## src/rtl/int_ctrl_pkg.sv

```systemverilog
// Shared types and SFR layout for the interrupt controller.
package int_ctrl_pkg;

  typedef enum logic [1:0] {
    IDLE   = 2'd0,
    REQ    = 2'd1,
    ACTIVE = 2'd2
  } irq_st_e;

  localparam int unsigned INTCON_OFS  = 32'h0;
  localparam int unsigned IFR_OFS     = 32'h4;
  localparam int unsigned IER_OFS     = 32'h8;
  localparam int unsigned IRQSTAT_OFS = 32'hC;

  localparam int IRQSTAT_ACT_BIT = 31;
  localparam int IRQSTAT_REQ_BIT = 30;
  localparam int INTCON_GIE_BIT  = 0;

endpackage

```

## src/rtl/int_prio_enc.sv

```systemverilog
// Lowest-index-first priority encoder: bit 0 wins.
module int_prio_enc #(
  parameter int N = 16,
  parameter int W = (N > 1) ? $clog2(N) : 1
) (
  input  logic [N-1:0] req,
  output logic         any,
  output logic [W-1:0] idx
);

  always_comb begin
    any = |req;
    idx = '0;
    for (int i = N - 1; i >= 0; i--) begin
      if (req[i]) idx = W'(i);
    end
  end

endmodule

```

## src/rtl/sfr_int_ctrl_v1.sv

```systemverilog
// Interrupt controller: event edge flags, enable masking, priority pick and
// REQ/ACK/DONE handshake to the CPU, with an SFR block on the shared bus.
module sfr_int_ctrl_v1
  import int_ctrl_pkg::*;
#(
  parameter int                    DATA_WIDTH = 32,
  parameter int                    ADDR_WIDTH = 32,
  parameter logic [ADDR_WIDTH-1:0] BASE_ADDR  = 32'hFFFFF864,
  parameter int                    NUM_SRC    = 16
) (
  input  logic                         sys_clk,
  input  logic                         sys_rst_n,
  input  logic [ADDR_WIDTH-1:0]        sys_addr,
  input  logic                         sys_wr_en,
  input  logic [DATA_WIDTH-1:0]        sys_sw_value,
  output logic [DATA_WIDTH-1:0]        sfr_rd_dout,
  input  logic [NUM_SRC-1:0]           event_in,
  input  logic                         irq_ack,
  input  logic                         irq_done,
  output logic                         irq_req,
  output logic [$clog2(NUM_SRC)-1:0]   irq_id
);

  localparam int ID_W = $clog2(NUM_SRC);

  localparam logic [ADDR_WIDTH-1:0] A_INTCON  = ADDR_WIDTH'(BASE_ADDR + INTCON_OFS);
  localparam logic [ADDR_WIDTH-1:0] A_IFR     = ADDR_WIDTH'(BASE_ADDR + IFR_OFS);
  localparam logic [ADDR_WIDTH-1:0] A_IER     = ADDR_WIDTH'(BASE_ADDR + IER_OFS);
  localparam logic [ADDR_WIDTH-1:0] A_IRQSTAT = ADDR_WIDTH'(BASE_ADDR + IRQSTAT_OFS);

  irq_st_e            st;
  logic               gie;
  logic [NUM_SRC-1:0] ifr, ier, ev_q;

  logic               wr_intcon, wr_ifr, wr_ier;
  logic [NUM_SRC-1:0] sw_bits, rise, clr_sw, ifr_keep, ack_mask, ifr_nxt;
  logic [NUM_SRC-1:0] ier_nxt, pend_nxt, pending;
  logic               gie_nxt, withdraw, take_ack;
  logic               any;
  logic [ID_W-1:0]    win_idx;
  logic               unused_hi;

  assign sw_bits   = sys_sw_value[NUM_SRC-1:0];
  assign unused_hi = ^sys_sw_value[DATA_WIDTH-1:NUM_SRC];

  assign wr_intcon = sys_wr_en && (sys_addr == A_INTCON);
  assign wr_ifr    = sys_wr_en && (sys_addr == A_IFR);
  assign wr_ier    = sys_wr_en && (sys_addr == A_IER);

  assign rise     = event_in & ~ev_q;
  assign clr_sw   = wr_ifr ? sw_bits : '0;
  assign ifr_keep = (ifr & ~clr_sw) | rise;

  // Withdraw looks at the register values this edge will produce, so a
  // same-cycle software clear or disable beats a concurrent irq_ack.
  assign gie_nxt  = wr_intcon ? sys_sw_value[INTCON_GIE_BIT] : gie;
  assign ier_nxt  = wr_ier ? sw_bits : ier;
  assign pend_nxt = ifr_keep & ier_nxt;
  assign withdraw = !gie_nxt || !pend_nxt[irq_id];
  assign take_ack = (st == REQ) && irq_ack && !withdraw;

  // A fresh rising event on the acknowledged bit still wins over the ack clear.
  assign ack_mask = take_ack ? (NUM_SRC'(1) << irq_id) : '0;
  assign ifr_nxt  = (ifr_keep & ~ack_mask) | rise;

  assign pending = ifr & ier;

  int_prio_enc #(.N(NUM_SRC), .W(ID_W)) u_enc (
    .req (pending),
    .any (any),
    .idx (win_idx)
  );

  always_ff @(posedge sys_clk or negedge sys_rst_n) begin
    if (!sys_rst_n) begin
      ev_q <= '0;
      ifr  <= '0;
      ier  <= '0;
      gie  <= 1'b0;
    end else begin
      ev_q <= event_in;
      ifr  <= ifr_nxt;
      ier  <= ier_nxt;
      gie  <= gie_nxt;
    end
  end

  always_ff @(posedge sys_clk or negedge sys_rst_n) begin
    if (!sys_rst_n) begin
      st      <= IDLE;
      irq_req <= 1'b0;
      irq_id  <= '0;
    end else begin
      case (st)
        IDLE: begin
          if (gie && any) begin
            st      <= REQ;
            irq_req <= 1'b1;
            irq_id  <= win_idx;
          end
        end
        REQ: begin
          if (withdraw) begin
            st      <= IDLE;
            irq_req <= 1'b0;
            irq_id  <= '0;
          end else if (irq_ack) begin
            st      <= ACTIVE;
            irq_req <= 1'b0;
          end
        end
        ACTIVE: begin
          if (irq_done) begin
            st     <= IDLE;
            irq_id <= '0;
          end
        end
        default: begin
          st      <= IDLE;
          irq_req <= 1'b0;
          irq_id  <= '0;
        end
      endcase
    end
  end

  always_comb begin
    sfr_rd_dout = '0;
    if (sys_addr == A_INTCON) begin
      sfr_rd_dout[INTCON_GIE_BIT] = gie;
    end else if (sys_addr == A_IFR) begin
      sfr_rd_dout[NUM_SRC-1:0] = ifr;
    end else if (sys_addr == A_IER) begin
      sfr_rd_dout[NUM_SRC-1:0] = ier;
    end else if (sys_addr == A_IRQSTAT) begin
      sfr_rd_dout[IRQSTAT_ACT_BIT] = (st == ACTIVE);
      sfr_rd_dout[IRQSTAT_REQ_BIT] = irq_req;
      sfr_rd_dout[ID_W-1:0]        = irq_id;
    end
  end

endmodule

```

## config.mk

```make
export PLATFORM = sky130hd
export DESIGN_NAME = sfr_int_ctrl_v1
export DESIGN_NICKNAME = d
export VERILOG_FILES = /design/src/rtl/int_ctrl_pkg.sv /design/src/rtl/int_prio_enc.sv /design/src/rtl/sfr_int_ctrl_v1.sv
export SDC_FILE = /design/constraint.sdc
export NUM_CORES = 1
export LEC_CHECK = 0
export ABC_CLOCK_PERIOD_IN_PS = 4040
export BUFFER_PORTS_ARGS = -buffer_cell sky130_fd_sc_hd__buf_2
export CAP_MARGIN = 20
export CORE_ASPECT_RATIO = 0.5
export CORE_MARGIN = 2
export CORE_UTILIZATION = 43
export DETAILED_ROUTE_END_ITERATION = 12
export HOLD_SLACK_MARGIN = 0.06
export PLACE_DENSITY = 0.77
export SLEW_MARGIN = 10
export SYNTH_ARGS = -nofsm -noshare
export SYNTH_HDL_FRONTEND = slang
export SYNTH_SLANG_ARGS = --single-unit
```

## constraint.sdc

```tcl
create_clock -name sys_clk -period 4.04 [get_ports sys_clk]
set_clock_uncertainty 0.15 [all_clocks]
set_input_delay 0.404 -clock sys_clk [delete_from_list [all_inputs] [get_ports sys_clk]]
set_output_delay 0.404 -clock sys_clk [all_outputs]
set_load 0.02 [all_outputs]
```

==> flow_summary.toml <==
[grt]
grt_max_degree = 35
grtUsageTotal_pct = 22.59
grt_pass1_wl_um = 15730
grt_pass1_vias = 3063
antenna_found_initial = 0
grt-ovfl-total = 0

[synthesis]
ys.flop_type = "dfrtp_1"
synth_warnings = 0
synth-edff-count = 0
synth_area_leaders = "dfrtp_1 (40%), mux2_2 (4.5%), nand2_1 (4.5%)"
ys_types = 66
ys_seq_area_share_pct = 40.16
netlist_instances = 367
yosysTopAreaCell = "dfrtp_1"
netlist_area_sq_mm = 0.003490
async_flop_share_pct = 100.0
synth-seq-cells = 56
syn_area_per_cell_sq_um = 9.508
synth_top_area_share_pct = 40.16

[floorplanning]
die_w_um = 131.4
start_util_pct = 43.94
dieArea_sq_mm = 0.008896
fp.coreArea_sq_mm = 0.007943
pin_count = 122
die_h_um = 67.70
fp-row-count = 23

[place]
pre_cts_ws_ns = 0.2870
post-dp-hpwl_um = 7383
place_congestion = 0.8964
port_buffers = 91
placed_cells = 564

[cts]
cts_tree = "done"
clock-sinks = 56
cts_buffers = 5
cts_setup_buffers = 0
clockRootBuffer = "clkbuf_16"
htree_levels = 2
clk-insertion-delay-late_ns = 0.30
cts.clk_slew.worst_paths_ns = 0.07
clockBufferDepth = 2

[layout]
n_fill_cell = 740
antennaDiodeCount = 0
drive_gt1_share_pct = 30.80
final_cells = 573
final_nets = 545
syn2layout_area_growth_pct = 20.72
multiInputGateArea_sq_mm = 0.001901
utilization_pct = 53.04
seqCellArea_sq_mm = 0.001401

[hold_path]
min_path_type = "primary input to flip-flop"

[sta]
holdWs_ns = 0.07275
setup_viol = 0
fin_crit_ns = 3.462
setup_slack_ns = 0.5782
rsz0062_at_grt = "false"
finalMaxSlewViolations = 0
slew_headroom_pct = 49.79
period_share_pct = 85.69
worstMarginPinSlew_ns = 0.7532
finalSetupTns_ns = 0
max_freq_ghz = 0.2889
hold_violations = 0

[detailed_routing]
num_vias = 3338
dr.pass1.iters = 5
wirelength_um = 9999
drt_iter0_drc = 273
postRouteAntennaNets = 0
viasPerCell = 5.825
route.detailed.drc = 0
wl_per_cell_um = 17.45

[run_status]
status = "complete, no violations"

[critical_path]
start_kind = "primary input"
cpPeakStageDelay_ns = 0.59
crit_type = "primary input to flip-flop"
crit_path_end_kind = "flip-flop"
path_cells = "buf_2, or4b_4, nor4_4, and3_4, buf_4, nor3_1, or4_4, o21ai_2, o21ai_2, and3_1, mux2_4"
crit_required_ns = 4.07
crit_top_cell = "o21ai_2"
cp_max_fo = 11
cp.arrival_ns = 3.50
slowest_stage = "or4b_4"

[power]
ir_worst_vdd_v = 0.0001926
p_leak_uw = 0.001956
power_density_mw_per_mm2 = 438.6

[run]
max_cap_viol_count = 0
[synthesized netlist by cell type, types with 2 or more instances]
| cell | count |
|---|---|
| buf_4 | 15 |
| nand3_1 | 5 |
| o211ai_1 | 7 |
| a31oi_1 | 8 |
| dfrtp_1 | 56 |
| a222oi_1 | 3 |
| nand4b_1 | 2 |
| nor2b_1 | 11 |
| a21boi_0 | 3 |
| or3_1 | 4 |
| and2_1 | 7 |
| o22ai_1 | 2 |
| a22oi_1 | 7 |
| a21oi_1 | 18 |
| nand4_1 | 12 |
| and3_1 | 7 |
| nor2_1 | 18 |
| mux2i_1 | 3 |
| a21o_1 | 3 |
| a2111oi_0 | 2 |
| nand2_1 | 42 |
| nor4_4 | 2 |
| nand2b_1 | 13 |
| o21ai_0 | 9 |
| mux2_4 | 3 |
| o31ai_1 | 2 |
| o21ai_2 | 2 |
| inv_1 | 14 |
| o211a_1 | 2 |
| a211o_1 | 3 |
| mux4_2 | 2 |
| a22o_1 | 11 |
| clkbuf_1 | 11 |
| or4_1 | 5 |
| nor3_1 | 7 |
| or4b_4 | 2 |
| nor4_1 | 2 |
| mux2_2 | 14 |
[placed cells by master, fill, tap and decap left out, types with 3 or more instances in the layout]
master,Yosys,layout
buf_2,0,91
dfrtp_1,56,56
nand2_1,42,42
nor2_1,18,18
a21oi_1,18,18
inv_1,14,14
mux2_2,14,14
conb_1,1,14
nand2b_1,13,13
nand4_1,12,12
a22o_1,11,11
nor2b_1,11,11
buf_4,15,10
o21ai_0,9,9
a31oi_1,8,8
and2_1,7,7
nor3_1,7,7
and3_1,7,7
o211ai_1,7,7
a22oi_1,7,7
or4_1,5,5
nand3_1,5,5
clkbuf_16,0,5
or3_1,4,4
a222oi_1,3,3
mux2i_1,3,3
a211o_1,3,3
a21boi_0,3,3
a21o_1,3,3
mux2_4,3,3
[kinds of logic after synthesis]
group                  after synthesis  share of synthesized area (%)
buffers and inverters               43                          6.776
AND/OR/NAND/NOR                    145                          23.48
multiplexers                        22                          7.960
AO/OA/AOI/OAI                      100                          21.51
flip-flops                          56                          40.16
other                                1                         0.1075
[worst paths after layout]
| kind | start | endpoint | slack (ns) | cells past startpoint |
|---|---|---|---|---|
| worst min-delay path | event_in[11] | ev_q[11] | 0.07 | 1 |
| max in group asynchronous | sys_rst_n | irq_id[1] | 2.37 | 3 |
| worst min register to register | ev_q[8] | ifr[8] | 0.33 | 1 |
| worst max-delay path | sys_addr[9] | irq_id[0] | 0.58 | 11 |
| worst max register to register | irq_id[1] | ifr[3] | 0.70 | 8 |
| min in group asynchronous | sys_rst_n | ev_q[15] | 0.57 | 2 |
[per-layer routing]
metal	track usage (%)	share of wire [%]	up-vias
met5	0	0	-
met4	5.571	1.7	0
met3	5.255	11	19
met2	35.73	43	220
met1	31.69	44	1567
li1	-	-	1532
[stage by stage]
step | cell area [sq um] | total power (uW)
after CTS | 4213 | 1840
after detailed placement | 4025 | 1321
after floorplan | 3538 | 1158
final | 4213 | 1848
after global routing | 4213 | 1932
after global placement | 4025 | 1314
[worst max-delay path, delay by kind of cell]
family,cells,cell delay [ns]
AOI/OAI and AO/OA,2,0.27
buffers and inverters,2,0.29
and+or+nand+nor,6,2.20
muxes,1,0.33
[cell type report]
class                   instances  share of cell area (%)
inverters                      14                   1.247
clock inverters                 2                  0.9207
flip-flops and latches         56                   33.26
repair buffers                102                   12.83
multi-input cells             281                   45.11
well taps                     112                   3.326
clock buffers                   6                   3.297
[sequential cells by signal, indices dropped and copies added (netlist names)]
register,flops
irq_id,4
gie,1
irq_req,1
ifr,16
st,2
ier,16
ev_q,16
[power breakdown]
group	internal [uW]	switching, uW	total, uW
combinational	265	344	609
clock	311	206	517
sequential	620	101	721
[what timing repair did]
| action | 4_1_cts | 5_1_grt |
|---|---|---|
| hold buffers | 1 | 0 |
| hold endpoints to repair | 26 | 0 |
| setup endpoints to repair | 0 | 0 |
| resized for setup | 0 | 0 |
(Power assumes the default switching activity.)
